File: src/rtl/sd_logger_pkg.sv
// sd_logger_pkg: shared FSM state type and default sizing for the SD logger sample path.
package sd_logger_pkg;
    typedef enum logic [1:0] {IDLE, LAUNCH, WAIT_BUSY, WAIT_DONE} feeder_state_t;
    localparam int DEF_DATA_W   = 16;
    localparam int DEF_DEPTH    = 16;
    localparam int DEF_BUSY_TMO = 8;
endpackage

File: src/rtl/sync_fifo.sv
// sync_fifo: single-clock FIFO with power-of-two depth and a combinational head word.
module sync_fifo
    import sd_logger_pkg::*;
#(
    parameter int DATA_W = DEF_DATA_W,
    parameter int DEPTH  = DEF_DEPTH
) (
    input  logic                     clk,
    input  logic                     rst_n,
    input  logic                     push,
    input  logic                     pop,
    input  logic [DATA_W-1:0]        din,
    output logic [DATA_W-1:0]        dout,
    output logic                     full,
    output logic                     empty,
    output logic [$clog2(DEPTH):0]   level
);
    localparam int AW = $clog2(DEPTH);
    localparam int LW = AW + 1;

    logic [DATA_W-1:0] mem [DEPTH];
    logic [AW-1:0]     wr_ptr_q, wr_ptr_d, rd_ptr_q, rd_ptr_d;
    logic [LW-1:0]     level_q, level_d;
    logic              do_push, do_pop;

    assign full  = level_q == LW'(DEPTH);
    assign empty = level_q == '0;
    assign level = level_q;
    assign dout  = mem[rd_ptr_q];

    // Pointers wrap naturally because DEPTH is a power of two.
    always_comb begin
        do_pop   = pop && !empty;
        do_push  = push && (!full || do_pop);
        wr_ptr_d = do_push ? wr_ptr_q + AW'(1) : wr_ptr_q;
        rd_ptr_d = do_pop ? rd_ptr_q + AW'(1) : rd_ptr_q;
        level_d  = level_q + LW'(do_push) - LW'(do_pop);
    end

    always_ff @(posedge clk) begin
        if (!rst_n) begin
            wr_ptr_q <= '0;
            rd_ptr_q <= '0;
            level_q  <= '0;
        end else begin
            wr_ptr_q <= wr_ptr_d;
            rd_ptr_q <= rd_ptr_d;
            level_q  <= level_d;
        end
    end

    always_ff @(posedge clk) begin
        if (do_push) mem[wr_ptr_q] <= din;
    end
endmodule

File: src/rtl/sample_fifo_feeder.sv
// sample_fifo_feeder: buffers samples in a FIFO and hands them one at a time to an SD SPI writer.
// Define SFF_DROP_CNT_EN to add a saturating 16-bit dropped-sample counter output drop_cnt.
module sample_fifo_feeder
    import sd_logger_pkg::*;
#(
    parameter int DATA_W   = DEF_DATA_W,
    parameter int DEPTH    = DEF_DEPTH,
    parameter int BUSY_TMO = DEF_BUSY_TMO
) (
    input  logic                   clk,
    input  logic                   rst_n,
    input  logic                   s_valid,
    input  logic [DATA_W-1:0]      s_data,
    input  logic                   wr_busy,
    output logic                   wr_start,
    output logic [DATA_W-1:0]      wr_data,
    output logic                   full,
    output logic                   empty,
    output logic [$clog2(DEPTH):0] level,
    output logic                   overflow,
`ifdef SFF_DROP_CNT_EN
    output logic [15:0]            drop_cnt,
`endif
    output logic                   tmo_err
);
    localparam int CW = $clog2(BUSY_TMO);

    feeder_state_t     state_q, state_d;
    logic [CW-1:0]     cnt_q, cnt_d;
    logic [DATA_W-1:0] wr_data_q, wr_data_d, head;
    logic              wr_start_q, wr_start_d;
    logic              overflow_q, overflow_d;
    logic              tmo_err_q, tmo_err_d;
    logic              push, pop, drop;
`ifdef SFF_DROP_CNT_EN
    logic [15:0]       drop_cnt_q, drop_cnt_d;
`endif

    sync_fifo #(.DATA_W(DATA_W), .DEPTH(DEPTH)) u_fifo (
        .clk   (clk),
        .rst_n (rst_n),
        .push  (push),
        .pop   (pop),
        .din   (s_data),
        .dout  (head),
        .full  (full),
        .empty (empty),
        .level (level)
    );

    always_comb begin
        state_d   = state_q;
        cnt_d     = cnt_q;
        wr_data_d = wr_data_q;
        tmo_err_d = tmo_err_q;
        pop       = 1'b0;
        case (state_q)
            IDLE: if (!empty && !wr_busy) begin
                pop       = 1'b1;
                wr_data_d = head;
                state_d   = LAUNCH;
            end
            LAUNCH: begin
                cnt_d   = '0;
                state_d = WAIT_BUSY;
            end
            // The counter starts one cycle after wr_start, so the timeout lands BUSY_TMO cycles after it.
            WAIT_BUSY: if (wr_busy) state_d = WAIT_DONE;
                else if (cnt_q == CW'(BUSY_TMO - 2)) begin
                    tmo_err_d = 1'b1;
                    state_d   = IDLE;
                end else cnt_d = cnt_q + CW'(1);
            WAIT_DONE: if (!wr_busy) state_d = IDLE;
            default: state_d = IDLE;
        endcase
        wr_start_d = state_d == LAUNCH;
        push       = s_valid && (!full || pop);
        drop       = s_valid && !push;
        overflow_d = overflow_q || drop;
`ifdef SFF_DROP_CNT_EN
        drop_cnt_d = (drop && drop_cnt_q != 16'hFFFF) ? drop_cnt_q + 16'd1 : drop_cnt_q;
`endif
    end

    always_ff @(posedge clk) begin
        if (!rst_n) begin
            state_q    <= IDLE;
            cnt_q      <= '0;
            wr_data_q  <= '0;
            wr_start_q <= 1'b0;
            overflow_q <= 1'b0;
            tmo_err_q  <= 1'b0;
`ifdef SFF_DROP_CNT_EN
            drop_cnt_q <= '0;
`endif
        end else begin
            state_q    <= state_d;
            cnt_q      <= cnt_d;
            wr_data_q  <= wr_data_d;
            wr_start_q <= wr_start_d;
            overflow_q <= overflow_d;
            tmo_err_q  <= tmo_err_d;
`ifdef SFF_DROP_CNT_EN
            drop_cnt_q <= drop_cnt_d;
`endif
        end
    end

    assign wr_start = wr_start_q;
    assign wr_data  = wr_data_q;
    assign overflow = overflow_q;
    assign tmo_err  = tmo_err_q;
`ifdef SFF_DROP_CNT_EN
    assign drop_cnt = drop_cnt_q;
`endif
endmodule

File: config.mk
export PLATFORM = sky130hd
export DESIGN_NAME = sample_fifo_feeder
export DESIGN_NICKNAME = d
export VERILOG_FILES = /design/src/rtl/sd_logger_pkg.sv /design/src/rtl/sync_fifo.sv /design/src/rtl/sample_fifo_feeder.sv
export SDC_FILE = /design/constraint.sdc
export NUM_CORES = 1
export LEC_CHECK = 0
export BUFFER_PORTS_ARGS = -buffer_cell sky130_fd_sc_hd__buf_2
export CORE_MARGIN = 2
export CORE_UTILIZATION = 30
export DETAILED_ROUTE_END_ITERATION = 8
export SYNTH_ARGS = -nofsm -noshare
export SYNTH_HDL_FRONTEND = slang
export SYNTH_SLANG_ARGS = --single-unit
File: constraint.sdc
create_clock -name clk -period 3.8 [get_ports clk]
set_clock_uncertainty 0.1 [all_clocks]
set_input_delay 0.76 -clock clk [delete_from_list [all_inputs] [get_ports clk]]
set_output_delay 0.76 -clock clk [all_outputs]
set_load 0.03 [all_outputs]
---- Word level (Yosys, flattened, before mapping) ----
Memory sizes are Yosys's and may differ from the RTL's. A register that Yosys moved wholly into a read port is not among the register bits.
Index checks and enable logic that the tools add are counted.
cells by class
  reduce and logical (&&, ||, !) cells .... 19
  bitwise gates (word level) .............. 1
  equality and inequality tests ........... 8
  add/sub/neg operators ................... 5
  muxes and demuxes ....................... 12
operator list
  operator             count
  $add 4x1->4 const B  2
  $mux 2               4
  $pmux 2 s4           1
  $mux 3               2
  $pmux 3 s2           1
  $reduce_and 3->1     2
  $add 5x1->5          1
  $eq 5x5->1 const B   1
  $logic_and 1x1->1    5
  $logic_not 1->1      5
  $logic_not 5->1      1
  $sub 5x1->5          1
  $eq 2x1->1 const B   2
  $eq 2x2->1 const B   2
  $mux 1               4
  $ne 2x2->1 const B   2
  $add 3x1->3 const B  1
  $eq 3x3->1 const B   1
  $logic_or 1x1->1     3
  $logic_not 2->1      1
  $reduce_and 2->1     1
  $reduce_bool 2->1    1
  $not 1->1            1
storage, ports and cells
  output and inout port bits .............. 26
  memories ................................ 1
  bits in registers ....................... 21
  input port bits ......................... 20
  RAM bits ................................ 256
  logic and storage cells ................. 54
memories
  memory      words  width  read ports  clocked after memory_dff  write ports  line             source
  u_fifo.mem  16     16     1           1                         1            sync_fifo.sv:21  logic [DATA_W-1:0] mem [DEPTH];

---- Logic depth before layout (Yosys ltp) ----
Gate-level depths: netlist (run 1).
  depth after elaboration ................. 10
  depth in mapped cells ................... 14
  mapped depth without buffers ............ 14

---- By module ----
From an unflattened synthesis (run 1), not the netlist that was laid out.
second synthesis, totals
  cell total of the unflattened synthesis .. 613
  area total of the unflattened synthesis .. 11587.4 µm²
modules (own cells, without submodules)
  module              sequential area each (µm²)  times used  area each (µm²)  cells an instance
  sync_fifo           8027.7                      1           10580.1          505
  sample_fifo_feeder  480.5                       1           1007.2           108

---- Least setup slack after synthesis (run 1) ----
No wires, ideal clock.
  kind .................................... in2reg
  start ................................... input wr_busy
  end ..................................... memory u_fifo.mem[0][0] (netlist bit), enable pin
  required time ........................... 3.291 ns
  path buffers ............................ 1
  arrival time ............................ 2.509 ns
  stages on the path ...................... 5
  library setup time ...................... 0.409 ns
  slack ................................... 0.782 ns
  cells stage by stage .................... nor3_4 -> o21a_1 -> buf_2 -> nand2_1 -> nor3_1
on the way
  word-level cells in the longest chain between the ends .. 9
  elaborated cells on any way between the ends .. 11
  those cells by class .................... mux: 4; reduce/logical: 7
RTL lines
  element                                                line                                       source
  start, declared                                        sample_fifo_feeder.sv:14                   input logic wr_busy,
  $logic_not 1->1 (*)                                    --
  $logic_and 1x1->1 (*)                                  sample_fifo_feeder.sv:58                   IDLE: if (!empty && !wr_busy) begin
  $mux 1 (*)                                             sample_fifo_feeder.sv:58
  $mux 1 (*)                                             sample_fifo_feeder.sv:57                   case (state_q)
  $logic_or 1x1->1 or $logic_and 1x1->1 (tied branches)  sample_fifo_feeder.sv:77, sync_fifo.sv:33
  $logic_and 1x1->1 or $logic_or 1x1->1 (tied branches)  sample_fifo_feeder.sv:77, sync_fifo.sv:34
  $logic_and 1x1->1 (*)                                  sync_fifo.sv:34                            do_push = push && (!full || do_pop);
  named net u_fifo.do_push                               sync_fifo.sv:24                            logic do_push, do_pop;
  $mux 1 (*)                                             sync_fifo.sv:53                            if (do_push) mem[wr_ptr_q] <= din;
  $mux 1 (not written as such) (*)                       sync_fifo.sv:53
  end, declared                                          sync_fifo.sv:21
Mark *: on every way through the listed nets, which the timed path passes. The rest lies on a longest branch.

---- Worst setup path in the final report (run 1) ----
  start ................................... register u_fifo.level_q[2], in the netlist u_fifo.level[2]
  end ..................................... register u_fifo.level_q[4], in the netlist u_fifo.level[4]
on the way
  word-level cells in the longest chain between the ends .. 10
  elaborated cells on any way between the ends .. 14
  those cells by class .................... add/sub: 2; eq/ne: 1; mux: 2; reduce/logical: 9
RTL lines
  element                  line                                       source
  start, declared          sync_fifo.sv:23                            logic [LW-1:0] level_q, level_d;
  start signal, assigned   sync_fifo.sv:48                            level_q <= level_d;
  $logic_not 5->1 (*)      sync_fifo.sv:27                            assign empty = level_q == '0;
  $logic_not 1->1 (*)      sync_fifo.sv:33, sample_fifo_feeder.sv:58
  $logic_and 1x1->1        sample_fifo_feeder.sv:58
  $mux 1                   sample_fifo_feeder.sv:58
  $mux 1                   sample_fifo_feeder.sv:57
  $logic_and 1x1->1 (*)    sync_fifo.sv:33                            do_pop = pop && !empty;
  named net u_fifo.do_pop  sync_fifo.sv:24
  $logic_or 1x1->1         sync_fifo.sv:34
  $logic_and 1x1->1        sync_fifo.sv:34
  $add 5x1->5              sync_fifo.sv:37                            level_d = level_q + LW'(do_push) - LW'(do_pop);
  $sub 5x1->5 (*)          sync_fifo.sv:37
Marked as above.
A chain may end at the register's enable or synchronous reset.

==> flow_summary.yaml, run 1 <==
synthesis:
  netlist_top_cells_area: "edfxtp_1 68%, mux4_2 13%, dfxtp_1 6.5%"
  synth_top_area_share_pct: 67.6
  ys_dominant_reg_cell: "edfxtp_1"
  syn-instance-count: 569
  netlist_top_cells_count: "256 x edfxtp_1, 64 x mux4_2, 37 x dfxtp_1, 34 x mux2i_1, 26 x nor2_1"
  synth.ff_latch_count: 293
  syn_nets: 603
  netlist_area_um2: 11400
  yosysMostFrequentCell: "edfxtp_1"
  yosys_warnings: 0
  synth_top_cell_by_area: "edfxtp_1"
  ys_types: 39
  synth_edf_count: 256
  ys_seq_area_share_pct: 74.1
  avgSynthCellArea_um2: 20.0
  synth_async_sr_flop_share_pct: 0
timing:
  min_period_over_period_pct: 78.2
  slew_headroom_pct: 21.1
  finalSetupViolCount: 0
  hold_slack_ps: 370
  slew_violations: 0
  rsz0062_at_grt: "false"
  period_minus_slack_ps: 2970
  tightest_slew_ps: 1180
  max_freq_ghz: 0.336
  fin_tns_setup_ps: 0
  final-hold-violation-count: 0
route:
  vias: 5458
  drt.antenna.violating_nets: 0
  drtIter0Drc: 409
  wl_per_cell_um: 20.5
  routed_wirelength_um: 24200
  firstDrtPassIters: 4
  vias_per_cell: 4.63
  drc: 0
run_status:
  status: "completed"
placement:
  place.gp.congestion: 0.737
  place_hpwl_um: 14900
  io_buffers: 45
critical_path:
  worstSetupPathType: "flip-flop to flip-flop"
  reg2reg_slack_ps: 830
  reg2reg_depth: 14
  crit_path_start_kind: "flip-flop"
  cp_max_fo: 4
  worstSetupEndpointType: "flip-flop"
  r2r-start: "u_fifo.level[2]"
  required_ps: 4120
  worst_r2r_endpoint: "u_fifo.level[4]"
  cp.arrival_ps: 3290
global_routing:
  gr-total-overflow: 0
  grt_pass1_vias: 5790
  grt_util_met2_pct: 19.7
  met3_usage_pct: 2.80
  grt_max_degree: 27
  grt_first_pass_wirelength_um: 37100
  use_met1_pct: 18.5
  antenna_found_initial: 1
  grt.total_usage_pct: 12.7
  grt.busiest_layer: "met2"
job:
  drv_cap: 0
cells_and_area:
  drive_above_1_share_pct: 31.9
  syn_to_final_growth_pct: 17.0
  final_util_pct: 35.5
  nNetsFinal: 678
floorplanning:
  die_x_um: 199
  coreArea_um2: 37500
  initial_utilization_pct: 30.3
  die_h_um: 199
  die-area_um2: 39500
  ios: 46
  row_count: 71
clocking:
  post_cts_resized: 0
  tritoncts: "yes"
  cts_sinks: 293
  cts_max_level: 1
  clock_tree.root_cell: "clkbuf_16"
  clock_latency_ps: 540
  path_clk_slew_ps: 60
  hold_buffers: 0
  ctsLongestPathBuffers: 3
  cts_setup_buffers: 0
  cts_buffers: 30
power:
  power_frac_seq_pct: 48.4
  combinationalPowerShare_pct: 17.7
  p_clk_share_pct: 33.9
  leakage_uw: 0.00426
  p_sw_uw: 2180
  power_report.internal_total_uw: 5850
  power.density_nw_per_um2: 604
  ir_worst_vdd_mv: 0.311
  p_sw_share_pct: 27.1
min_path:
  whs_endpoint: "overflow"
  hp-class: "flip-flop to flip-flop"
  hold_depth: 2
  min-delay-start: "overflow"
-- power groups by stage --
stage	combinational, uW	clock [uW]	sequential (uW)
final	1420	2730	3880
after global routing	1560	2930	3910
after detailed placement	1430	0	3960
after global placement	1440	0	3960
after floorplan	956	0	3970
after CTS	1440	2790	3890
-- through the flow --
step,cell area (um2),power [uW],cells,setup WS [ps]
after floorplan,11400,4920,569,782
after global placement,12400,5390,1123,753
after detailed placement,12400,5390,1123,733
after CTS,13300,8120,1178,817
after global routing,13300,8400,1179,547
final,13300,8030,1179,827
-- routing by layer --
| metal | wire length, um | part of all wire, % |
|---|---|---|
| met5 | 0 | 0 |
| met4 | 295 | 1.2 |
| met3 | 2080 | 8.6 |
| met2 | 10900 | 45 |
| met1 | 10900 | 45 |
-- state kept, by name, indices dropped and copies added (netlist names) --
signal,cells
u_fifo.wr_ptr_q,4
wr_data,16
u_fifo.level,5
u_fifo.mem,256
u_fifo.rd_ptr_q,4
state_q,2
wr_start,1
tmo_err,1
cnt_q,3
overflow,1
-- placed cells by master, fill, tap and decap left out, types with 12 or more instances in the layout --
master     netlist  layout
inv_1           14      14
dfxtp_1         37      34
nand3_1         20      20
nor2_1          26      14
clkbuf_16        0      31
ha_1            13      13
buf_4            3      24
nor2_2           0      12
mux2i_1         34      34
mux4_2          64      64
edfxtp_1       256     256
buf_2           10      45
-- cell families after synthesis --
| family | share of synthesized area [%] |
|---|---|
| compound gates | 2.50 |
| xor+xnor | 0.693 |
| fa+ha+maj | 1.61 |
| buf+inv | 1.79 |
| flops | 74.1 |
| mux | 15.8 |
| simple gates | 3.57 |
-- worst max-delay path by stage --
stage	endpoint	startpoint
detailed placement	u_fifo.level[4]	wr_busy
finish	u_fifo.level[4]	u_fifo.level[2]
CTS	u_fifo.level[4]	u_fifo.level[2]
floorplan	u_fifo.mem[0][0]	wr_busy
global placement	u_fifo.level[4]	wr_busy
global route	u_fifo.level[4]	u_fifo.level[3]
-- final cells by class --
class | instances | area (um2)
fillers | 3536 | 24200
flip-flops and latches | 293 | 8430
multi-input cells | 232 | 2800
clock buffers | 39 | 806
well taps | 511 | 639
repair buffers | 72 | 465
clock inverters | 16 | 108
inverters | 15 | 56.3
diodes | 1 | 2.50
-- worst max-delay path, cell delays in order, from the launching register on --
cell	delay, ps
dfxtp_1	320
inv_1	90
ha_1	160
or4b_4	500
nand2_2	100
inv_1	90
ha_1	280
inv_1	50
ha_1	150
inv_1	60
fa_1	410
nand2b_1	160
a21oi_1	170
o21ai_0	90
nor3b_1	140
No activity file was read; power rests on OpenSTA's default activity.
==> inputs of run 2 (changes only) <==
--- a/config.mk
+++ b/config.mk
@@ -5,6 +5,7 @@
 export SDC_FILE = /design/constraint.sdc
 export NUM_CORES = 1
 export LEC_CHECK = 0
+export ABC_AREA = 1
 export BUFFER_PORTS_ARGS = -buffer_cell sky130_fd_sc_hd__buf_2
 export CORE_MARGIN = 2
 export CORE_UTILIZATION = 30
==> constraint.sdc (replaced) <==
create_clock -name clk -period 2.7 [get_ports clk]
set_clock_uncertainty 0.1 [all_clocks]
set_input_delay 0.54 -clock clk [delete_from_list [all_inputs] [get_ports clk]]
set_output_delay 0.54 -clock clk [all_outputs]
set_load 0.03 [all_outputs]
==> run 2 against run 1 <==
Net effect: utilization up 0.19 points; synthesized cell count increased by 120%; largest power group unchanged; via count rose by 54%; critical path type unchanged; clock power increased by 66%.
==> flow_summary.yaml, run 2 <==
critical_path:
  critPathTopFamily: "adder cells"
  crit_top_cell: "inv_1"
  worstSetupPathType: "flip-flop to flip-flop"
  cpPeakStageDelay_ps: 380
  reg2reg_depth: 15
  required_ps: 3040
  critPathBufInv: 6
  worstSetupEndpointType: "flip-flop"
  cp.arrival_ps: 2860
  r2r-start: "u_fifo.level[3]"
  cp_max_fo: 3
  path_cells: "inv_1, ha_1, nand3_1, inv_1, nand2_1, nand2_2, inv_4, ha_1, inv_1, ha_1, inv_1, fa_2, o31ai_4, buf_4, a21oi_1"
  crit_path_start_kind: "flip-flop"
  slowest_stage: "fa_2"
  reg2reg_slack_ps: 170
  worst_r2r_endpoint: "u_fifo.level[4]"
global_routing:
  grt_first_pass_wirelength_um: 46700
  gr-total-overflow: 0
  grt_max_degree: 74
  antenna_found_initial: 0
  grt.total_usage_pct: 13.8
  grt_pass1_vias: 8271
clocking:
  cts_max_level: 1
  clock_tree.root_cell: "clkbuf_16"
  ctsLongestPathBuffers: 3
  tritoncts: "yes"
  path_clk_slew_ps: 60
  cts_sinks: 293
  cts_buffers: 30
  clock_latency_ps: 550
timing:
  final-hold-violation-count: 0
  tightest_slew_ps: 783
  slew_headroom_pct: 47.8
  max_freq_ghz: 0.396
  period_minus_slack_ps: 2530
  finalSetupViolCount: 0
  hold_slack_ps: 145
  slew_violations: 0
  min_period_over_period_pct: 93.6
synthesis:
  synth_async_sr_flop_share_pct: 0
  synth_edf_count: 256
  syn_nets: 1283
  synth.ff_latch_count: 293
  syn-instance-count: 1249
  netlist_top_cells_count: "428 x nand2_1, 256 x edfxtp_1, 182 x nand3_1, 171 x inv_1, 63 x nor2_1"
  ys_types: 23
  netlist_top_cells_area: "edfxtp_1 61%, nand2_1 13%, nand3_1 7.3%"
  netlist_area_um2: 12500
  synth_top_area_share_pct: 61.4
  ys_seq_area_share_pct: 67.3
  synth_top_cell_by_area: "edfxtp_1"
  ys_dominant_reg_cell: "edfxtp_1"
  avgSynthCellArea_um2: 10.0
  yosysMostFrequentCell: "nand2_1"
  yosys_warnings: 0
floorplanning:
  die-area_um2: 43400
  coreArea_um2: 41000
  die_h_um: 208
  initial_utilization_pct: 30.5
  die_x_um: 208
  row_count: 74
  ios: 46
cells_and_area:
  seq_area_um2: 8440
  nNetsFinal: 1342
  largest_reg_flops: 256
  multi_input_area_um2: 3200
  fill_cells: 4055
  layout_commonest_cell: "nand2_1"
  insertedDiodeCount: 0
  final_cell_mix: "428 x nand2_1, 256 x edfxtp_1, 182 x nand3_1, 170 x inv_1, 47 x nor2_1"
  syn_to_final_growth_pct: 16.9
  drive_above_1_share_pct: 12.3
  final_util_pct: 35.7
  largest_register: "u_fifo.mem"
min_path:
  min-delay-start: "s_valid"
  whs_endpoint: "overflow"
  hp-class: "input pin to flip-flop"
  hold_depth: 3
route:
  vias_per_cell: 4.52
  drc: 0
  routed_wirelength_um: 30300
  wl_per_cell_um: 16.3
  drt.antenna.violating_nets: 0
  drtIter0Drc: 638
  vias: 8431
  firstDrtPassIters: 5
run_status:
  status: "completed"
power:
  p_clk_share_pct: 34.5
  power.density_nw_per_um2: 896
  power_report.internal_total_uw: 8980
  leakage_uw: 0.00618
  p_sw_share_pct: 31.6
  p_sw_uw: 4150
  power_frac_seq_pct: 40.5
  ir_worst_vdd_mv: 0.637
  combinationalPowerShare_pct: 25.0
placement:
  place_hpwl_um: 18900
  place.gp.congestion: 0.818
  io_buffers: 45
job:
  drv_cap: 0
==> run 2: cell types whose count changed in the layout (fill, tap and decap cells not counted), sizes merged, moves of 7 or more <==
cell / delta
buf: +13
inv: +159
mux4: -64
nand3: +161
a21oi: +7
mux2i: -34
nand2: +418
o221ai: -16
nor2: +38
==> run 2: metrics by stage <==
step	power, uW	setup WS, ps	instance area [um2]	TNS, ps	cells
2_1_floorplan	7640	26.1	12500	0	1249
3_3_place_gp	8610	75.6	13500	0	1807
3_5_place_dp	8640	51.8	13500	0	1807
4_1_cts	13200	59.6	14600	0	1863
5_1_grt	13800	-0.0506	14600	-0.0506	1864
6_report	13100	174	14600	0	1864
==> run 2: power groups by stage <==
| stage | Sequential [uW] | Clock (uW) | Combinational (uW) |
|---|---|---|---|
| global route | 5340 | 4760 | 3670 |
| CTS | 5320 | 4600 | 3250 |
| global placement | 5400 | 0 | 3210 |
| detailed placement | 5410 | 0 | 3230 |
| floorplan | 5620 | 0 | 2010 |
| finish | 5310 | 4530 | 3280 |
==> run 2: worst reg2reg max path: cells and delay by family, from the launching register on <==
kind	cells	cell delay (ps)
flops	1	350
buf+inv	6	440
compound gates	2	300
simple gates	3	280
fa+ha+maj	4	940
==> run 2: worst max-delay path by stage <==
stage	end	start	slack, ps	cells after the start
2_1_floorplan	u_fifo.level[4]	u_fifo.level[2]	30	16
3_3_place_gp	u_fifo.level[4]	wr_busy	80	12
3_5_place_dp	u_fifo.level[4]	wr_busy	50	12
4_1_cts	u_fifo.level[4]	u_fifo.level[3]	60	15
5_1_grt	u_fifo.level[4]	u_fifo.level[3]	-0.05	15
6_report	u_fifo.level[4]	u_fifo.level[3]	170	15
==> run 2: area by class of cell <==
class                   instances  area share [%]
flip-flops and latches        293            57.7
multi-input cells             722            21.8
inverters                     176            4.55
repair buffers                 85            3.93
clock inverters                18            1.84
well taps                     532            4.55
clock buffers                  38            5.62
==> run 2: kinds of logic (layout without fill, tap and decap cells) <==
group	count (synthesis)	in the layout	synth area share [%]
compound gates	23	23	0.960
simple gates	680	680	22.3
xor+xnor	5	5	0.350
flops	293	293	67.3
fa+ha+maj	14	14	1.46
buf+inv	234	317	7.57
==> run 2: routing by layer <==
metal / track usage (%) / up-vias / share of wire [%]
li1: - / 4147 / -
met1: 17.6 / 4024 / 43
met2: 24.3 / 202 / 49
met3: 1.60 / 58 / 4.1
met4: 4.74 / 0 / 3.2
met5: 0 / - / 0
==> run 2: timing repair <==
action	CTS	global route
gates resized for setup	0	3
endpoints found under the setup margin	0	1
setup buffers	0	1
hold buffers	0	0
==> inputs of run 3 (changes only) <==
--- a/config.mk
+++ b/config.mk
@@ -10,6 +10,7 @@
 export CORE_MARGIN = 2
 export CORE_UTILIZATION = 30
 export DETAILED_ROUTE_END_ITERATION = 8
+export PLACE_DENSITY = 0.57
 export SYNTH_ARGS = -nofsm -noshare
 export SYNTH_HDL_FRONTEND = slang
 export SYNTH_SLANG_ARGS = --single-unit
==> run 3 against run 2 <==
Net effect: hold slack got worse by 17 ps; combinational power shrank 1%; cell count rose by 0.16%; utilization shrank 0.14 points; first-iteration DRC count grew 0.31%; sequential power about the same; count of clock-buffer cells in the layout up 3; register-to-register slack gained 50 ps; setup slack improved by 52 ps; non-clock buffer count up 2; cell area decreased by 0.40%; global-route usage grew 0.50 points; largest cell class unchanged; largest power group unchanged.
==> flow_summary.yaml, run 3 (synthesis results as in run 2) <==
run_status:
  status: "completed"
cells_and_area:
  final_cell_mix: "428 x nand2_1, 256 x edfxtp_1, 181 x nand3_1, 170 x inv_1, 47 x nor2_1"
  syn_to_final_growth_pct: 16.5
  insertedDiodeCount: 0
  largest_reg_flops: 256
  nNetsFinal: 1345
  fin_cells: 1867
  layout_commonest_cell: "nand2_1"
  drive_above_1_share_pct: 12.2
  largest_register: "u_fifo.mem"
power:
  combinationalPowerShare_pct: 25.6
  p_sw_share_pct: 32.5
  leakage_uw: 0.00615
  power.density_nw_per_um2: 868
  p_sw_uw: 4110
  ir_worst_vdd_mv: 0.487
  p_clk_share_pct: 32.5
  power_report.internal_total_uw: 8550
  power_frac_seq_pct: 42.0
clocking:
  cts_max_level: 1
  ctsLongestPathBuffers: 3
  tritoncts: "yes"
  cts_buffers: 31
  path_clk_slew_ps: 60
  clock_latency_ps: 560
  cts_sinks: 293
  clock_tree.root_cell: "clkbuf_16"
critical_path:
  worstSetupEndpointType: "flip-flop"
  worst_r2r_endpoint: "u_fifo.level[4]"
  crit_path_start_kind: "flip-flop"
  r2r-start: "u_fifo.level[2]"
  reg2reg_slack_ps: 230
  cp.arrival_ps: 2860
  reg2reg_depth: 15
  required_ps: 3080
  cp_max_fo: 3
  worstSetupPathType: "flip-flop to flip-flop"
global_routing:
  antenna_found_initial: 0
  grt_first_pass_wirelength_um: 48800
  grt_max_degree: 131
  grt_pass1_vias: 8514
  grt.total_usage_pct: 14.3
  gr-total-overflow: 0
route:
  drc: 0
  wl_per_cell_um: 16.5
  routed_wirelength_um: 30800
  vias: 8412
  vias_per_cell: 4.51
  firstDrtPassIters: 5
  drt.antenna.violating_nets: 0
  drtIter0Drc: 640
timing:
  final-hold-violation-count: 0
  layout_setup_ws_ps: 227
  tightest_slew_ps: 800
  rsz0062_at_grt: "false"
  finalSetupViolCount: 0
  period_minus_slack_ps: 2470
  fin_tns_setup_ps: 0
  min_period_over_period_pct: 91.6
  max_freq_ghz: 0.404
  slew_violations: 0
  slew_headroom_pct: 46.4
floorplanning:
  row_count: 74
  die_x_um: 208
  initial_utilization_pct: 30.5
  die_h_um: 208
  die-area_um2: 43400
  ios: 46
  coreArea_um2: 41000
min_path:
  min-delay-start: "s_valid"
  whs_endpoint: "overflow"
  hp-class: "input pin to flip-flop"
  hold_depth: 3
placement:
  place_hpwl_um: 18600
  dp_cells: 1810
  place.gp.congestion: 0.788
  pre_cts_slack_ps: 91.7
  io_buffers: 45
job:
  drv_cap: 0
==> run 3: cell count changes in the layout (fill, tap and decap cells not counted), sizes merged <==
cell,change
clkbuf,+3
clkinvlp,+2
buf,+2
inv,+1
bufinv,-5
==> run 3: how the worst max path moves through the flow <==
stage,from,end,cells after the start
after floorplan,u_fifo.level[2],u_fifo.level[4],16
after global placement,wr_busy,u_fifo.level[4],12
after detailed placement,wr_busy,u_fifo.level[4],12
after CTS,u_fifo.level[2],u_fifo.level[4],15
after global routing,u_fifo.level[2],u_fifo.level[4],15
final,u_fifo.level[2],u_fifo.level[4],15
==> run 3: timing repair <==
item                                    in CTS  in global routing
hold buffers                                 0                  0
gates resized for setup                      0                  4
buffers inserted                             0                  0
endpoints found under the setup margin       0                  1
==> run 3: layer usage <==
metal | vias up | track usage, % | part of all wire, %
met1 | 4015 | 19.2 | 45
met4 | 0 | 4.04 | 2.5
li1 | 4159 | - | -
met2 | 194 | 24.4 | 48
met3 | 44 | 1.74 | 4.3
met5 | - | 0 | 0
==> run 3: cell type report <==
class	instances	area (um2)
Inverter	176	666
Clock inverter	16	134
Tap cell	532	666
Fill cell	4093	26400
Sequential cell	293	8440
Multi-Input combinational cell	722	3200
Clock buffer	41	853
Timing Repair Buffer	87	616
==> run 3: stage by stage <==
step	utilization [%]	hold slack [ps]	instance area, um2	power, uW
after floorplan	-	331	12500	7640
after global placement	33.1	348	13600	8600
after detailed placement	33.1	358	13600	8630
after CTS	35.5	106	14600	12800
after global routing	35.5	152	14600	13400
final	35.5	128	14600	12700
==> run 3: worst max-delay path, cell delays in order (launching register included) <==
cell     delay (ps)
dfxtp_4         350
inv_1            70
ha_1            160
nand3_2          90
inv_1            60
nand2_1          70
nand2_2          90
inv_4            30
ha_1            260
inv_1            60
ha_1            150
inv_1            60
fa_2            390
o31ai_4         240
o21ai_0         100
a21oi_1         120
==> run 3: power by group through the flow <==
stage / clock network, uW / registers [uW] / logic, uW
2_1_floorplan: 0 / 5620 / 2010
3_3_place_gp: 0 / 5400 / 3200
3_5_place_dp: 0 / 5410 / 3210
4_1_cts: 4200 / 5320 / 3230
5_1_grt: 4370 / 5340 / 3650
6_report: 4110 / 5310 / 3240
